### config.mk
export PLATFORM = sky130hd
export DESIGN_NAME = vga_scanout_flat
export DESIGN_NICKNAME = d
export VERILOG_FILES = /design/src/rtl/vga_scanout_if.sv /design/src/rtl/vga_scanout.sv /design/src/flat_wrapper.sv
export SDC_FILE = /design/constraint.sdc
export NUM_CORES = 1
export LEC_CHECK = 0
export CAP_MARGIN = 20
export CORE_ASPECT_RATIO = 0.6
export CORE_MARGIN = 8
export CORE_UTILIZATION = 58
export DETAILED_ROUTE_END_ITERATION = 12
export PLACE_DENSITY = 0.8
export SYNTH_ARGS = -nofsm -noshare
export SYNTH_HDL_FRONTEND = slang
export SYNTH_SLANG_ARGS = --single-unit
### constraint.sdc
create_clock -name clk -period 2.74 [get_ports clk]
set_input_delay 0.274 -clock clk [delete_from_list [all_inputs] [get_ports clk]]
set_output_delay 0.274 -clock clk [all_outputs]
set_load 0.02 [all_outputs]
### src/rtl/vga_scanout_if.sv
// Scan-out bundle: framebuffer read port plus video/status outputs.
// The scan engine is the master and drives everything except the SRAM read data.
interface vga_scanout_if #(
  parameter int D_WIDTH = 3,
  parameter int A_WIDTH = 15
);
  logic [A_WIDTH-1:0] fb_read_addr;
  logic [D_WIDTH-1:0] fb_read_data;
  logic [D_WIDTH-1:0] pixel;
  logic               hsync;
  logic               vsync;
  logic               active;
  logic               vblank;
  logic               frame_start;

  modport master (
    output fb_read_addr, pixel, hsync, vsync, active, vblank, frame_start,
    input  fb_read_data
  );

  modport slave (
    input  fb_read_addr, pixel, hsync, vsync, active, vblank, frame_start,
    output fb_read_data
  );
endinterface

### src/rtl/vga_scanout.sv
// Raster scan-out: VGA timing counters, SCALE x SCALE framebuffer addressing and a
// two-stage output pipeline aligning the registered SRAM data with the sync signals.
module vga_scanout #(
  parameter int D_WIDTH        = 3,
  parameter int A_WIDTH        = 15,
  parameter int SCALE          = 4,
  parameter int CLKS_PER_PIXEL = 2,
  parameter int H_ACTIVE       = 640,
  parameter int H_FP           = 16,
  parameter int H_SYNC         = 96,
  parameter int H_BP           = 48,
  parameter int V_ACTIVE       = 480,
  parameter int V_FP           = 10,
  parameter int V_SYNC         = 2,
  parameter int V_BP           = 33
) (
  input  logic          clk,
  input  logic          rst,
  vga_scanout_if.master bus
);

  localparam int H_TOTAL   = H_ACTIVE + H_FP + H_SYNC + H_BP;
  localparam int V_TOTAL   = V_ACTIVE + V_FP + V_SYNC + V_BP;
  localparam int HW        = $clog2(H_TOTAL);
  localparam int VW        = $clog2(V_TOTAL);
  localparam int DW        = (CLKS_PER_PIXEL > 1) ? $clog2(CLKS_PER_PIXEL) : 1;
  localparam int SW        = (SCALE > 1) ? $clog2(SCALE) : 1;
  localparam int ROW_WORDS = H_ACTIVE / SCALE;

  localparam logic [DW-1:0]      DIV_LAST = DW'(CLKS_PER_PIXEL - 1);
  localparam logic [SW-1:0]      SUB_LAST = SW'(SCALE - 1);
  localparam logic [HW-1:0]      H_LAST   = HW'(H_TOTAL - 1);
  localparam logic [HW-1:0]      H_ACT    = HW'(H_ACTIVE);
  localparam logic [HW-1:0]      HS_START = HW'(H_ACTIVE + H_FP);
  localparam logic [HW-1:0]      HS_END   = HW'(H_ACTIVE + H_FP + H_SYNC);
  localparam logic [VW-1:0]      V_LAST   = VW'(V_TOTAL - 1);
  localparam logic [VW-1:0]      V_ACT    = VW'(V_ACTIVE);
  localparam logic [VW-1:0]      VS_START = VW'(V_ACTIVE + V_FP);
  localparam logic [VW-1:0]      VS_END   = VW'(V_ACTIVE + V_FP + V_SYNC);
  localparam logic [A_WIDTH-1:0] ROW_STEP = A_WIDTH'(ROW_WORDS);

  logic [DW-1:0]      r_div;
  logic [HW-1:0]      r_h;
  logic [VW-1:0]      r_v;
  logic [SW-1:0]      r_col_sub;
  logic [SW-1:0]      r_row_sub;
  logic [A_WIDTH-1:0] r_col;
  logic [A_WIDTH-1:0] r_row_base;
  logic               r_s1_active, r_s1_hs, r_s1_vs;
  logic [D_WIDTH-1:0] r_pixel;
  logic               r_hsync, r_vsync, r_active;
  logic               r_vblank, r_frame_start;

  logic w_tick, w_in_region, w_hs_raw, w_vs_raw, w_frame_origin;
  logic [A_WIDTH-1:0] w_addr;

  assign w_tick         = (r_div == DIV_LAST);
  assign w_in_region    = (r_h < H_ACT) && (r_v < V_ACT);
  assign w_hs_raw       = !((r_h >= HS_START) && (r_h < HS_END));
  assign w_vs_raw       = !((r_v >= VS_START) && (r_v < VS_END));
  assign w_frame_origin = (r_h == '0) && (r_v == '0) && (r_div == '0);
  // Row base and column run past the active area; the region mask hides that.
  assign w_addr         = w_in_region ? (r_row_base + r_col) : '0;

  always_ff @(posedge clk) begin
    if (rst) begin
      r_div         <= '0;
      r_h           <= '0;
      r_v           <= '0;
      r_col_sub     <= '0;
      r_row_sub     <= '0;
      r_col         <= '0;
      r_row_base    <= '0;
      r_s1_active   <= 1'b0;
      r_s1_hs       <= 1'b1;
      r_s1_vs       <= 1'b1;
      r_pixel       <= '0;
      r_hsync       <= 1'b1;
      r_vsync       <= 1'b1;
      r_active      <= 1'b0;
      r_vblank      <= 1'b0;
      r_frame_start <= 1'b0;
    end else begin
      // NOTE: non-blocking assignments, so each stage samples last cycle's counters.
      if (w_tick) begin
        r_div <= '0;
        if (r_h == H_LAST) begin
          r_h       <= '0;
          r_col     <= '0;
          r_col_sub <= '0;
          if (r_v == V_LAST) begin
            r_v        <= '0;
            r_row_base <= '0;
            r_row_sub  <= '0;
          end else begin
            r_v <= r_v + 1'b1;
            if (r_row_sub == SUB_LAST) begin
              r_row_sub  <= '0;
              r_row_base <= r_row_base + ROW_STEP;
            end else begin
              r_row_sub <= r_row_sub + 1'b1;
            end
          end
        end else begin
          r_h <= r_h + 1'b1;
          if (r_col_sub == SUB_LAST) begin
            r_col_sub <= '0;
            r_col     <= r_col + 1'b1;
          end else begin
            r_col_sub <= r_col_sub + 1'b1;
          end
        end
      end else begin
        r_div <= r_div + 1'b1;
      end

      // Stage 1 lines up with the SRAM's registered read of w_addr.
      r_s1_active   <= w_in_region;
      r_s1_hs       <= w_hs_raw;
      r_s1_vs       <= w_vs_raw;
      r_pixel       <= r_s1_active ? bus.fb_read_data : '0;
      r_hsync       <= r_s1_hs;
      r_vsync       <= r_s1_vs;
      r_active      <= r_s1_active;
      r_vblank      <= (r_v >= V_ACT);
      r_frame_start <= w_frame_origin;
    end
  end

  assign bus.fb_read_addr = w_addr;
  assign bus.pixel        = r_pixel;
  assign bus.hsync        = r_hsync;
  assign bus.vsync        = r_vsync;
  assign bus.active       = r_active;
  assign bus.vblank       = r_vblank;
  assign bus.frame_start  = r_frame_start;

endmodule

### src/flat_wrapper.sv
// flat-port wrapper written by rule: the top's interface ports become plain ports
module vga_scanout_flat 
#(
  parameter int D_WIDTH        = 3,
  parameter int A_WIDTH        = 15,
  parameter int SCALE          = 4,
  parameter int CLKS_PER_PIXEL = 2,
  parameter int H_ACTIVE       = 640,
  parameter int H_FP           = 16,
  parameter int H_SYNC         = 96,
  parameter int H_BP           = 48,
  parameter int V_ACTIVE       = 480,
  parameter int V_FP           = 10,
  parameter int V_SYNC         = 2,
  parameter int V_BP           = 33
)
  (clk, rst, bus_fb_read_addr, bus_pixel, bus_hsync, bus_vsync, bus_active, bus_vblank, bus_frame_start, bus_fb_read_data);
  vga_scanout_if #(.D_WIDTH(D_WIDTH), .A_WIDTH(A_WIDTH)) bus_i ();
  input  logic clk;
  input  logic rst;
  output wire logic [$bits(bus_i.fb_read_addr)-1:0] bus_fb_read_addr;
  output wire logic [$bits(bus_i.pixel)-1:0] bus_pixel;
  output wire logic [$bits(bus_i.hsync)-1:0] bus_hsync;
  output wire logic [$bits(bus_i.vsync)-1:0] bus_vsync;
  output wire logic [$bits(bus_i.active)-1:0] bus_active;
  output wire logic [$bits(bus_i.vblank)-1:0] bus_vblank;
  output wire logic [$bits(bus_i.frame_start)-1:0] bus_frame_start;
  input wire logic [$bits(bus_i.fb_read_data)-1:0] bus_fb_read_data;
  assign bus_fb_read_addr = bus_i.fb_read_addr;
  assign bus_pixel = bus_i.pixel;
  assign bus_hsync = bus_i.hsync;
  assign bus_vsync = bus_i.vsync;
  assign bus_active = bus_i.active;
  assign bus_vblank = bus_i.vblank;
  assign bus_frame_start = bus_i.frame_start;
  assign bus_i.fb_read_data = bus_fb_read_data;
  vga_scanout #(.D_WIDTH(D_WIDTH), .A_WIDTH(A_WIDTH), .SCALE(SCALE), .CLKS_PER_PIXEL(CLKS_PER_PIXEL), .H_ACTIVE(H_ACTIVE), .H_FP(H_FP), .H_SYNC(H_SYNC), .H_BP(H_BP), .V_ACTIVE(V_ACTIVE), .V_FP(V_FP), .V_SYNC(V_SYNC), .V_BP(V_BP)) u_core (.clk(clk), .rst(rst), .bus(bus_i));
endmodule
==> results of run 1 <==
[power breakdown]
part,internal [W],switching [W]
Combinational,0.0000322,0.0000410
Sequential,0.000897,0.00000661
Clock,0.000610,0.000339
[worst max-delay path, stage by stage, from the launching register on]
cell             delay (ns)
dfxtp_1                0.43
ha_2                   0.34
a211oi_2               0.25
o21ai_0                0.20
a41oi_1                0.28
xor2_1                 0.09
nor2_1                 0.10
clkdlybuf4s15_1        0.31
[logic make-up after synthesis]
family                   share of synthesized area (%)
flip-flops                                        38.0
AND/OR/NAND/NOR                                   29.8
adder cells (fa/ha/maj)                           7.40
buffers and inverters                             3.00
other                                            0.117
AO/OA/AOI/OAI                                     10.4
multiplexers                                     0.351
XOR/XNOR                                          10.9
[cell usage after synthesis, drive strengths merged, types with 10 or more instances]
cell type,count
xor2,28
nor3,16
o21ai,12
nand4,18
nand3,19
nand2,16
inv,10
xnor2,12
dfxtp,61
and3,13
a21oi,19
ha,19
nor2,65
[worst min path at each step]
stage / from / to / cells after the start
global route: u_core.r_s1_vs / u_core.bus.vsync / 1
floorplan: rst / u_core.bus.active / 1
global placement: u_core.r_s1_vs / u_core.bus.vsync / 1
CTS: u_core.r_s1_hs / u_core.bus.hsync / 1
detailed placement: u_core.r_s1_hs / u_core.bus.hsync / 1
finish: u_core.r_s1_hs / u_core.bus.hsync / 1
[through the flow]
step           cell area (µm²)  setup WS (ns)  util (%)  power, W
6_report                  3880          0.130      70.9   0.00193
5_1_grt                   3880         0.0111      70.9   0.00199
4_1_cts                   3860         0.0257      70.7   0.00194
3_5_place_dp              3610         0.0961      66.1  0.000998
3_3_place_gp              3610          0.132      66.1  0.000994
2_1_floorplan             3210          0.362         -  0.000964
[cell type report]
class,instances,area (µm²),area share [%]
well taps,69,86.3,2.23
flip-flops and latches,61,1220,31.5
repair buffers,41,364,9.39
clock inverters,3,65.1,1.68
inverters,10,37.5,0.968
multi-input cells,300,1920,49.6
clock buffers,13,179,4.62
[what timing repair did]
| item | in CTS | in global routing |
|---|---|---|
| endpoints found under the setup margin | 6 | 4 |
| hold buffers | 0 | 0 |
| resized for setup | 9 | 12 |
| hold endpoints to repair | 0 | 0 |
[routing by layer]
| layer | up-vias | wire (µm) |
|---|---|---|
| met2 | 76 | 3320 |
| li1 | 1435 | - |
| met3 | 12 | 557 |
| met1 | 1350 | 3910 |
| met4 | 0 | 83 |
| met5 | - | 0 |
[sequential cells by signal (all words and copies together) (netlist names), 2 cells and up]
signal             flops
u_core.r_row_sub       2
u_core.bus.pixel       3
u_core.r_col_sub       2
u_core.r_col          15
u_core.r_v            10
u_core.r_h            10
u_core.r_row_base     10
==> results.toml, run 1 <==
[run_status]
status = "complete, no violations"

[cts]
tritoncts = "built"
cts.clk_slew.worst_paths_ns = 0.07
cts_root_buf = "clkbuf_8"
cts_sinks = 61
clock_path_buffers = 2
clock_latency_ns = 0.34
cts_setup_buffers = 0
htreeDepth = 3
cts_buffers = 9

[route]
antenna_left = 0
drt_first_pass_iters = 5
drcViolationCount = 0
drt-initial-drc-count = 193
wl_um = 7870
wl_per_cell_um = 15.8
vias = 2873
avgViaCountPerCell = 5.78

[cells_and_area]
drive_gt1_share_pct = 11.0
final_cell_mix = "nor2_1, dfxtp_1, xor2_1, clkdlybuf4s50_1"
layout.cells.non_filler = 497
area_growth_syn_to_layout_pct = 20.7
nets = 447
final_common_cell = "nor2_1"
num-fill-cells = 434
diodes = 0

[flow_run]
drv_cap = 0

[global_route]
grt_pass1_vias = 2725
grt_max_degree = 18
grt_use_met2_pct = 29.6
grt_use_met3_pct = 6.73
antenna_found_initial = 0
grt.busiest_layer = "met2"
grt_overflow_total = 0
grt_pass1_wl_um = 13100
track_usage_pct = 20.0
grt_util_met1_pct = 26.8

[sta]
setup_tns_ns = 0
skew_ns = 0.0107
report.final.slew_viol_count = 0
final_hold_viol_count = 0
whs_ns = 0.416
timing.fmax_mhz = 383
rsz0062_at_grt = "false"
period_share_pct = 95.3
relSlewSlack_pct = 64.6
finalSetupViolCount = 0
max_slew.worst_pin.slew_ns = 0.530
period_minus_slack_ns = 2.61

[pwr]
power_density_nw_per_um2 = 497
ir_drop_uv = 345
leakage_nw = 1.59

[floorplan]
dieHeight_um = 73.6
io_pins = 28
core_um2 = 5470
fp.dieW_um = 112
start_util_pct = 58.8
die_area_um2 = 8250
fp-row-count = 21

[critical_path]
startpoint_type = "register"
cp.arrival_ns = 2.34
path_class = "reg -> out"
reg2reg_setup_slack_ns = 0.30
rr_startpoint = "u_core.r_v[4]"
crit_start = "u_core.r_row_base[6]"
reg2regPathDepth = 5
cp_data_required_time_ns = 2.47
endpoint_kind = "primary output"
r2r-end = "u_core.r_row_base[11]"
crit_path_end = "bus_fb_read_addr[13]"
crit_fanout = 5

[yosys]
synth_edf_count = 0
yosysUniqueCellTypes = 45
synthArstFlopShare_pct = 0
seq_area_frac_synth_pct = 38.0
synth_fp_nets = 408
synthCells = 384
synth.cell_area_um2 = 3210
ys_ff_latch = 61
avgSynthCellArea_um2 = 8.36
synth_area_leaders = "dfxtp_1, xor2_1, nor2_1"
synth_area_leader_cell = "dfxtp_1"
synth_ff_type = "dfxtp_1"
synth_top_area_share_pct = 38.0
yosys_warnings = 0

[placement]
dpl.cell_count = 481
hpwl_um = 5690
gp_congestion = 0.983
io_buffer_count = 27

[worst_hold_path]
min_path_type = "reg -> reg"
Note: power is estimated with default switching activity, not from simulation.
==> inputs of run 2 (changes only) <==
--- a/config.mk
+++ b/config.mk
@@ -11,6 +11,7 @@
 export CORE_UTILIZATION = 58
 export DETAILED_ROUTE_END_ITERATION = 12
 export PLACE_DENSITY = 0.8
+export SETUP_SLACK_MARGIN = 0.15
 export SYNTH_ARGS = -nofsm -noshare
 export SYNTH_HDL_FRONTEND = slang
 export SYNTH_SLANG_ARGS = --single-unit
==> run 2 against run 1 <==
Net effect: die area stayed put; clock-buffer cell count stayed put; hold slack about the same; global-route usage is the same; maximum frequency increased by 4.5%; critical path type unchanged; largest power group unchanged.
==> results.toml, run 2 (synthesis gave the netlist of run 1 again) <==
[route]
wl_um = 8110
drt-initial-drc-count = 245
avgViaCountPerCell = 5.77
wl_per_cell_um = 16.1
antenna_left = 0
vias = 2900
drt_first_pass_iters = 4
drcViolationCount = 0

[global_route]
grt_pass1_wl_um = 13100
grt_pass1_vias = 2727
antenna_found_initial = 0
track_usage_pct = 20.0
grt_overflow_total = 0
grt_max_degree = 18

[cells_and_area]
top_register = "u_core.r_col"
nets = 453
fin_util_pct = 73.0
area_growth_syn_to_layout_pct = 24.2
num-fill-cells = 410
final_cell_mix = "nor2_1, dfxtp_1, xor2_1, buf_4, clkdlybuf4s50_1"
diodes = 0
final_common_cell = "nor2_1"
drive_gt1_share_pct = 14.1
largest_reg_flops = 15

[pwr]
share_comb_of_total_power_pct = 3.8
power_density_nw_per_um2 = 483
ir_drop_uv = 352
switching_share_pct = 20.2
p_switching_w = 0.000389
p_clk_share_pct = 49.4
seq_power_share_pct = 46.8
p_int_w = 0.00154
leakage_nw = 1.62

[critical_path]
cp_data_required_time_ns = 2.47
reg2regPathDepth = 5
cp.arrival_ns = 2.22
crit_fanout = 4
path_class = "reg -> out"
endpoint_kind = "primary output"
startpoint_type = "register"

[cts]
tritoncts = "built"
cts_hold_buffers = 0
cts_root_buf = "clkbuf_8"
clock_path_buffers = 2
cts_sinks = 61
htreeDepth = 3
cts_buffers = 9
cts.clk_slew.worst_paths_ns = 0.07
clock_latency_ns = 0.34

[sta]
period_share_pct = 91.2
relSlewSlack_pct = 63.9
skew_ns = 0.0116
timing.fmax_mhz = 400
finalWorstSetupSlack_ns = 0.242
final_hold_viol_count = 0
max_slew.worst_pin.slew_ns = 0.541
rsz0062_at_grt = "true"
finalSetupViolCount = 0
setup_tns_ns = 0
report.final.slew_viol_count = 0
period_minus_slack_ns = 2.50

[worst_hold_path]
min_path_type = "reg -> reg"
min_path_cells = 1

[floorplan]
core_um2 = 5470
fp.dieW_um = 112
io_pins = 28
start_util_pct = 58.8
fp-row-count = 21
dieHeight_um = 73.6
die_area_um2 = 8250

[placement]
gp_congestion = 0.983
hpwl_um = 5690
io_buffer_count = 27
pre_cts_ws_ns = 0.0961

[flow_run]
drv_cap = 0

[run_status]
status = "complete, no violations"
run 2: worst paths after layout:
kind              slack [ns]                    end             from
setup / recovery        0.24   bus_fb_read_addr[12]  u_core.r_col[5]
hold reg to reg         0.42       u_core.bus.hsync   u_core.r_s1_hs
setup reg to reg        0.30  u_core.r_row_base[11]    u_core.r_v[4]
hold / removal          0.42       u_core.bus.hsync   u_core.r_s1_hs
run 2: area by class of cell:
| cell class | instances | area, µm² | share of cell area (%) |
|---|---|---|---|
| Inverter | 10 | 37.5 | 0.941 |
| Tap cell | 69 | 86.3 | 2.16 |
| Clock buffer | 13 | 179 | 4.48 |
| Clock inverter | 3 | 65.1 | 1.63 |
| Multi-Input combinational cell | 300 | 1980 | 49.5 |
| Timing Repair Buffer | 47 | 407 | 10.2 |
| Sequential cell | 61 | 1240 | 31.0 |
run 2: metal layers:
metal | global-route usage [%] | part of all wire [%] | vias up
met1 | 26.8 | 48 | 1349
met2 | 29.6 | 43 | 89
li1 | - | - | 1449
met3 | 6.73 | 7.6 | 13
met5 | 0 | 0 | -
met4 | 6.68 | 1.2 | 0
run 2: metrics by stage:
step                      cells  power, W  hold slack [ns]  cell area [µm²]
after floorplan             384  0.000964            0.368             3210
after global placement      481  0.000994            0.394             3610
after detailed placement    481  0.000998            0.401             3610
after CTS                   497   0.00194            0.416             3870
after global routing        503   0.00199            0.440             3990
final                       503   0.00193            0.416             3990
run 2: what timing repair did:
item / 4_1_cts / 5_1_grt
pin swaps: 0 / 4
resized for setup: 19 / 22
buffers inserted: 0 / 6
endpoints found under the setup margin: 7 / 4
run 2: power groups by stage:
stage	Combinational [W]	Clock [W]	Sequential, W
finish	0.0000735	0.000952	0.000901
global placement	0.0000711	0	0.000923
floorplan	0.0000356	0	0.000929
CTS	0.0000738	0.000962	0.000904
detailed placement	0.0000735	0	0.000924
global route	0.0000806	0.00100	0.000902
run 2: worst max-delay path, cell delays in order, from the launching register on:
cell and delay (ns):
dfxtp_4 0.36, ha_4 0.17, or3_4 0.38, a31o_4 0.24, a311oi_4 0.31, o21ai_1 0.11, a21oi_1 0.16, buf_4 0.16
==> inputs of run 3 (changes only) <==
--- a/config.mk
+++ b/config.mk
@@ -6,7 +6,6 @@
 export NUM_CORES = 1
 export LEC_CHECK = 0
 export CAP_MARGIN = 20
-export CORE_ASPECT_RATIO = 0.6
 export CORE_MARGIN = 8
 export CORE_UTILIZATION = 58
 export DETAILED_ROUTE_END_ITERATION = 12
==> run 3 against run 2 <==
Net effect: final area is 3.6% lower; routed wire length shrank 12%; non-clock buffer count fell by 6; clock power is 17% lower; sequential share of layout area increased by 0.76 points; cell count is 0.60% lower; worst setup slack worse by 0.045 ns; critical path type unchanged; critical endpoint is now bus_fb_read_addr[13]; largest cell class unchanged; largest power group is now sequential cells.
==> results.toml, run 3 (synthesis gave the netlist of run 1 again) <==
[placement]
io_buffer_count = 27
hpwl_um = 5130
place_area_um2 = 3620
gp_congestion = 0.860

[worst_hold_path]
hold_start = "u_core.r_s1_hs"
hold-path-endpoint = "u_core.bus.hsync"
min_path_cells = 1
min_path_type = "reg -> reg"

[pwr]
leakage_nw = 1.56
ir_drop_uv = 384
power_density_nw_per_um2 = 458

[sta]
final_hold_viol_count = 0
report.final.slew_viol_count = 0
rsz0062_at_grt = "true"
period_minus_slack_ns = 2.54
finalSetupViolCount = 0
relSlewSlack_pct = 64.9
period_share_pct = 92.8
skew_ns = 0.00731
setup_tns_ns = 0
max_slew.worst_pin.slew_ns = 0.527
timing.fmax_mhz = 393

[floorplan]
fp-row-count = 27
fp.dieW_um = 90.4
start_util_pct = 59.1
dieHeight_um = 90.4
die_area_um2 = 8170
core_um2 = 5440
io_pins = 28

[critical_path]
cp.arrival_ns = 2.27
endpoint_kind = "primary output"
cp_data_required_time_ns = 2.47
crit_fanout = 5
startpoint_type = "register"
reg2reg_setup_slack_ns = 0.34
path_class = "reg -> out"
rr_startpoint = "u_core.r_v[4]"
reg2regPathDepth = 5
r2r-end = "u_core.r_row_base[11]"

[cts]
clock_path_buffers = 2
cts.clk_slew.worst_paths_ns = 0.07
cts_root_buf = "clkbuf_8"
tritoncts = "built"
cts_sinks = 61
cts_buffers = 9
htreeDepth = 3
cts_setup_buffers = 0
clock_latency_ns = 0.34

[cells_and_area]
final_cell_mix = "nor2_1, dfxtp_1, xor2_1, clkdlybuf4s50_1"
stdcell_area_um2 = 3850
diodes = 0
largest_reg_flops = 15
nets = 447
top_register = "u_core.r_col"
area_growth_syn_to_layout_pct = 19.8
drive_gt1_share_pct = 11.0
final_common_cell = "nor2_1"

[flow_run]
drv_cap = 0

[route]
antenna_left = 0
drcViolationCount = 0
avgViaCountPerCell = 5.64
wl_per_cell_um = 14.3
drt-initial-drc-count = 157
vias = 2819
wl_um = 7140
drt_first_pass_iters = 4

[global_route]
antenna_found_initial = 0
grt_pass1_vias = 2698
grt_overflow_total = 0
grt_pass1_wl_um = 12300
track_usage_pct = 18.0
grt_max_degree = 17

[run_status]
status = "complete, no violations"
[run 3: cell types whose count changed in the layout (fill, tap and decap cells not counted), sizes merged]
| cell | delta |
|---|---|
| buf | -6 |
| bufinv | -1 |
| clkbuf | -1 |
| clkdlybuf4s15 | +2 |
| clkinv | +1 |
| clkinvlp | +1 |
| dlygate4sd2 | -3 |
| dlymetal6s2s | +1 |
[run 3: timing repair]
action | CTS | global route
hold buffers | 0 | 0
gates resized for setup | 15 | 14
hold endpoints to repair | 0 | 0
setup endpoints to repair | 6 | 6
[run 3: worst max-delay path by stage]
stage / end / from / cells past startpoint / slack [ns]
global placement: bus_fb_read_addr[14] / u_core.r_col[5] / 7 / 0.14
floorplan: u_core.r_row_base[13] / u_core.r_h[0] / 7 / 0.36
CTS: bus_fb_read_addr[14] / u_core.r_col[5] / 7 / 0.16
global route: bus_fb_read_addr[13] / u_core.r_row_base[9] / 7 / 0.05
finish: bus_fb_read_addr[13] / u_core.r_row_base[9] / 7 / 0.20
detailed placement: bus_fb_read_addr[14] / u_core.r_row_base[6] / 7 / 0.11
[run 3: through the flow]
step | instances | power (W) | setup WS, ns | util (%) | hold slack, ns
detailed placement | 484 | 0.000994 | 0.106 | 66.5 | 0.400
global route | 500 | 0.00182 | 0.0516 | 70.7 | 0.431
global placement | 484 | 0.000992 | 0.141 | 66.5 | 0.398
floorplan | 384 | 0.000964 | 0.362 | - | 0.368
CTS | 500 | 0.00178 | 0.160 | 70.2 | 0.415
finish | 500 | 0.00176 | 0.197 | 70.7 | 0.410
[run 3: per-layer routing]
layer,GRT usage [%],vias to the layer above,part of all wire [%]
met5,0,-,0
met4,8.60,0,2.0
met3,4.16,17,3.4
met2,30.7,52,49
met1,20.8,1316,46
li1,-,1434,-
[run 3: critical path, cell delays in order (launching register included)]
cell           delay [ns]
dfxtp_1              0.43
ha_1                 0.31
nor3_1               0.27
nor2_1               0.12
a41oi_2              0.23
xor2_1               0.18
nor2_1               0.06
dlygate4sd2_1        0.32
[run 3: where the power goes]
part | internal (W) | switching [W] | leakage, nW | total, W
Clock | 0.000442 | 0.000347 | 0.0964 | 0.000790
Sequential | 0.000897 | 0.00000646 | 0.495 | 0.000904
Combinational | 0.0000309 | 0.0000382 | 0.970 | 0.0000691
[run 3: cell type report]
| cell class | count | area [µm²] |
|---|---|---|
| clock inverter | 4 | 47.5 |
| fill | 433 | 1590 |
| timing repair buffer | 41 | 365 |
| sequential | 61 | 1220 |
| inverter | 10 | 37.5 |
| multi-input combinational | 300 | 1940 |
| tap | 72 | 90.1 |
| clock buffer | 12 | 145 |
